File: src/rtl/ripple_count_sampler.sv
// Ripple counter sampler: 2-flop sync, settle filter and one
// settled snapshot per request over a valid/ready handshake.
module ripple_count_sampler #(
  parameter int SIZE          = 4,
  parameter int STABLE_CYCLES = 3,
  parameter int TIMEOUT       = 16
) (
  input  logic            clk,
  input  logic            rst,
  input  logic [SIZE-1:0] cnt_in,
  input  logic            up,
  input  logic            sample_req,
  output logic [SIZE-1:0] cnt_out,
  output logic            cnt_valid,
  input  logic            out_ready,
  output logic            cnt_wrap,
  output logic            cnt_err,
  output logic            busy
);

  localparam int SW = $clog2(STABLE_CYCLES + 1);
  localparam int TW = $clog2(TIMEOUT + 1);
  localparam logic [SW-1:0] STAB_MAX = SW'(STABLE_CYCLES);
  localparam logic [TW-1:0] TMO_LAST = TW'(TIMEOUT - 1);

  typedef enum logic [1:0] {
    IDLE,
    WAIT,
    HOLD
  } state_t;

  state_t          state_q;
  logic [SIZE-1:0] sync1_q;
  logic [SIZE-1:0] sync2_q;
  logic [SIZE-1:0] prev_q;
  logic [SIZE-1:0] last_q;
  logic [SIZE-1:0] cnt_q;
  logic [SW-1:0]   stable_q;
  logic [SW-1:0]   stable_d;
  logic [TW-1:0]   tmo_q;
  logic            valid_q;
  logic            wrap_q;
  logic            err_q;
  logic            settled;
  logic            wrap_d;

  assign settled = (stable_q == STAB_MAX);

  // Direction is quasi-static, so it is used without synchronizing.
  assign wrap_d = up ? (sync2_q < last_q)
                     : (sync2_q > last_q);

  always_comb begin
    stable_d = '0;
    if (sync2_q != prev_q) begin
      stable_d = '0;
    end else if (settled) begin
      stable_d = STAB_MAX;
    end else begin
      stable_d = stable_q + SW'(1);
    end
  end

  always_ff @(posedge clk or negedge rst) begin
    if (!rst) begin
      sync1_q  <= '0;
      sync2_q  <= '0;
      prev_q   <= '0;
      stable_q <= '0;
    end else begin
      sync1_q  <= cnt_in;
      sync2_q  <= sync1_q;
      prev_q   <= sync2_q;
      stable_q <= stable_d;
    end
  end

  always_ff @(posedge clk or negedge rst) begin
    if (!rst) begin
      state_q <= IDLE;
      tmo_q   <= '0;
      last_q  <= '0;
      cnt_q   <= '0;
      valid_q <= 1'b0;
      wrap_q  <= 1'b0;
      err_q   <= 1'b0;
    end else begin
      unique case (state_q)
        IDLE: begin
          if (sample_req) begin
            state_q <= WAIT;
            tmo_q   <= '0;
          end
        end
        WAIT: begin
          // A settled value wins over a simultaneous timeout.
          if (settled || (tmo_q == TMO_LAST)) begin
            cnt_q   <= sync2_q;
            err_q   <= !settled;
            wrap_q  <= wrap_d;
            last_q  <= sync2_q;
            valid_q <= 1'b1;
            state_q <= HOLD;
          end else begin
            tmo_q <= tmo_q + TW'(1);
          end
        end
        HOLD: begin
          if (out_ready) begin
            valid_q <= 1'b0;
            if (sample_req) begin
              state_q <= WAIT;
              tmo_q   <= '0;
            end else begin
              state_q <= IDLE;
            end
          end
        end
        default: state_q <= IDLE;
      endcase
    end
  end

  assign cnt_out   = cnt_q;
  assign cnt_valid = valid_q;
  assign cnt_wrap  = wrap_q;
  assign cnt_err   = err_q;
  assign busy      = (state_q != IDLE);

endmodule
File: config.mk
export PLATFORM = sky130hd
export DESIGN_NAME = ripple_count_sampler
export DESIGN_NICKNAME = d
export VERILOG_FILES = /design/src/rtl/ripple_count_sampler.sv
export SDC_FILE = /design/constraint.sdc
export NUM_CORES = 1
export LEC_CHECK = 0
export CORE_MARGIN = 1
export CORE_UTILIZATION = 51
export DETAILED_ROUTE_END_ITERATION = 8
export PLACE_DENSITY = 0.81
export RECOVER_POWER = 100
export SLEW_MARGIN = 10
export SYNTH_ARGS = -nofsm -noshare
export SYNTH_HDL_FRONTEND = slang
export SYNTH_SLANG_ARGS = --single-unit
File: constraint.sdc
create_clock -name clk -period 2.4 [get_ports clk]
set_input_delay 0.48 -clock clk [delete_from_list [all_inputs] [get_ports clk]]
set_output_delay 0.48 -clock clk [all_outputs]
set_load 0.03 [all_outputs]
# Word-level counts from Yosys, hierarchy flattened
# Cells that the tools add are included.
# W data, S select, Z words.
# classes
add_sub_neg	2
magnitude_cmp	2
eq_ne	9
n_mux	15
reduce_logical	10
# ops
operator	n
$mux W5	3
$pmux W5 S3	1
$mux W2	5
$reduce_and A3 Y1	3
$ne A2 B2 Y1 const B	4
$pmux W2 S3	1
$add A5 B1 Y5 const B	1
$eq A5 B4 Y1 const B	1
$eq A2 B2 Y1 const B	2
$gt A4 B4 Y1	1
$lt A4 B4 Y1	1
$mux W1	4
$ne A4 B4 Y1	1
$reduce_bool A2 Y1	2
$reduce_bool A3 Y1	1
$add A2 B1 Y2 const B	1
$eq A2 B1 Y1 const B	1
$logic_not A2 Y1	1
$pmux W1 S2	1
$reduce_and A2 Y1	1
$logic_not A1 Y1	1
$logic_or A1 B1 Y1	1
# word_totals
regBits	28
in_bits	9
out_inout_bits	8

# Depth between registers and ports, before layout
# depth
word_depth	4
depth_mapped	8
ltp_nobuf	7

# Worst setup path before layout
# No wires, ideal clock.
# synth_timing
path_type	flip-flop to flip-flop
start	reg, netlist name cnt_out[1]
end	reg wrap_q (netlist: cnt_wrap)
setup_ps	82
arrival_time_ps	1705
t_required_ps	2318
setup_slack_ps	614
path_stages_with_launch	7
path_buffers	0
period_less_slack_ps	1786
cell_sequence	dfrtp_1 > inv_1 > ha_1 > nor2b_1 > o211a_1 > or3b_1 > a31oi_1
# synth_rtl
item	line_no	source
end signal: assignment	100	wrap_q <= wrap_d;
end: declaration	42	logic wrap_q;

# Worst setup path in the final report
# layout_timing
start	reg state_q[0]
end	out busy
# layout_between
elab_chain_cells	1
# layout_rtl
item	line_no	source
start: declaration	32	state_t state_q;
start signal: assignment	80	state_q <= IDLE;
start signal: assignment	91	state_q <= WAIT;
start signal: assignment	103	state_q <= HOLD;
$reduce_bool A2 Y1	128	assign busy = (state_q != IDLE);
end: declaration	18	output logic busy
# Every way passes these cells.

==> run metrics <==
initial core utilization=0.5588; Final Util=0.6746; post-synthesis cell count=94; Seq/Total Area, Yosys=0.6140; CTS clk-pin slew, worst paths=0.14 ns; DRT Pass-1 Iters=4; Synth Cell Area=1141 um2; Tot GR Track Use=0.1803; Pwr per Cell Area=1049 nW/um2; status=finished clean; min cycle time layout=2.219 ns; synthesized area per cell=12.14 um2; insertion delay to the later sink of the worst-skew pair=0.32 ns; grt total ovfl=0; deepest clock path buffer count=2; worst-margin pin slew=1.390 ns; Placer Congestion=0.7118; startpoint types=flip-flop; Post-Route WL=1762 um; CP Max Fanout=6; clock network power share=0.208; post-DP HPWL=1324 um; Post-CTS Setup Inserts=0; Placed Cells=137; finished layout cell area=1378 um2; layout cells sized above 1=0.05263; root buf cell=clkbuf_4; Row Count=16; PortBufs=16; P_int=0.9581 mW; LEAKAGE=0.6474 nW; worst path arrival time=1.74 ns; I/O Pins=17; Cell Area, Placed=1331 um2; largest net degree at the start of global routing=29; fraction of registers with async set/reset=1.000; area grow syn2layout=20.72%; worst vdd ir=0.7499 mV; Reg power frac=0.447; Hold Buf Count CTS=0; Crit Path Category=flip-flop to output port; CP Capture Type=output port; main flop type after synthesis=dfrtp_1; vias in the first global route=807; full die area=2430 um2; Chip Width=49.30 um; Period Utilization, post-route=0.9248; register bit total from synthesis=28; Rel. slew slack=0.07357; Yosys cell types=29; total net switching power=0.4869 mW; Sink Count=28; max cap viols=0; pre-CTS setup slack=0.5594 ns; total number of vias=735; clock skew=0.002366 ns; Num CTS Buffers=3; DRC viols=0; TritonCTS clock tree=built; Pins Over Slew Limit=0; DRT antenna net count=0; H-Tree Depth=1; Final Power=1.445 mW; Fin Hold WS=0.3658 ns; Syn Nets=109; Final Worst Setup Slack=0.1805 ns; chip height=49.30 um; hold crit path type=flip-flop to flip-flop; DR iter-0 viols=13; final setup violation count=0; Switching Share=0.3369; drt wl/cell=12.50 um; final hold violations=0; vias per cell=5.213; Resize count post-CTS=0; f_max=0.4506 GHz; Gate power share=0.345; EDFF count, synth=0; CP Data Required Time=1.92 ns; antenna diode instance count=0; initial antenna violation count=0; unrepaired setup endpoints after global routing=false; yosys warns=0; fin cells=141; setup TNS=0 ns; first-pass GRT wire length=3291 um; core area=2042 um2; Layout Nets=130
## power by group through the flow
stage | registers (mW) | logic, mW | clock network [mW]
finish | 0.645 | 0.499 | 0.301
global route | 0.662 | 0.554 | 0.321
CTS | 0.649 | 0.531 | 0.307
detailed placement | 0.659 | 0.526 | 0
global placement | 0.651 | 0.508 | 0
floorplan | 0.742 | 0.244 | 0
## final timing paths
| check | start | to | slack (ns) | depth (start not counted) |
|---|---|---|---|---|
| setup / recovery | state_q[0]$_DFFE_PN0P_ | busy | 0.18 | 2 |
| hold / removal | sync1_q[0]$_DFF_PN0_ | sync2_q[0]$_DFF_PN0_ | 0.37 | 0 |
| setup reg to reg | tmo_q[0]$_DFFE_PN0P_ | cnt_out[0]$_DFFE_PN0P_ | 0.40 | 6 |
| hold reg to reg | sync1_q[0]$_DFF_PN0_ | sync2_q[0]$_DFF_PN0_ | 0.37 | 0 |
| max in group asynchronous | rst | tmo_q[4]$_DFFE_PN0P_ | 0.61 | 2 |
| min in group asynchronous | rst | cnt_out[1]$_DFFE_PN0P_ | 0.98 | 2 |
## cells in the mapped netlist, types with 3 or more instances
| cell | number | area, um2 |
|---|---|---|
| dfrtp_1 | 28 | 700.7 |
| nand2_1 | 6 | 22.52 |
| a21oi_1 | 3 | 15.01 |
| nand3_1 | 4 | 20.02 |
| o21ai_0 | 6 | 30.03 |
| ha_1 | 6 | 75.07 |
| inv_1 | 7 | 26.28 |
| nor2_1 | 5 | 18.77 |
| xnor2_1 | 4 | 35.03 |
## metal layers
| layer | vias to the layer above | track usage | wire length (um) |
|---|---|---|---|
| met5 | - | 0 | 0 |
| li1 | 361 | - | - |
| met2 | 9 | 0.3151 | 927 |
| met3 | 2 | 0.01869 | 32 |
| met4 | 0 | 0.09314 | 14 |
| met1 | 363 | 0.2185 | 788 |
## layout by cell type (no fill, tap or decap)
master	instances
a21oi_1	3
a31oi_1	2
xor2_1	2
or3b_1	1
nor2b_1	1
a41oi_1	1
o21ai_0	6
nand2b_1	1
clkbuf_4	3
xnor2_1	4
inv_1	7
clkbuf_1	1
and3b_1	1
nor2_1	5
nand3_1	4
dlygate4sd3_1	13
or2_1	1
mux2i_1	1
and3_1	2
nand2_1	6
clkdlybuf4s50_1	3
dfrtp_1	28
and2b_1	2
bufinv_16	1
o211a_1	1
a21o_1	2
nor3b_1	1
or2_2	1
ha_1	6
mux2_2	1
nand3b_1	2
nand4_1	1
## worst max-delay path: stages, from the launching register on
cell,delay (ns)
dfrtp_1,0.44
or2_2,0.30
dlygate4sd3_1,0.69
## area by class of cell
cell class              instances  area, um2
repair buffers                 17      163.9
clock inverters                 1      30.03
well taps                      27      33.78
multi-input cells              58      400.4
fillers                       168      664.4
inverters                       7      26.28
clock buffers                   3      22.52
flip-flops and latches         28      700.7
## state kept, by name (all words and copies together), names as in the netlist, 2 cells and up
signal,flops
prev_q,4
tmo_q,5
sync2_q,4
cnt_out,4
state_q,2
stable_q,2
sync1_q,4
## cell families after synthesis
kind of cell	Yosys count	synth area share
flip-flops	28	0.6140
multiplexers	2	0.01864
buffers and inverters	8	0.03290
adder cells (fa/ha/maj)	6	0.06579
XOR/XNOR	6	0.04605
AO/OA/AOI/OAI	15	0.08004
AND/OR/NAND/NOR	29	0.1426
Power figures use the tool's default switching activity.
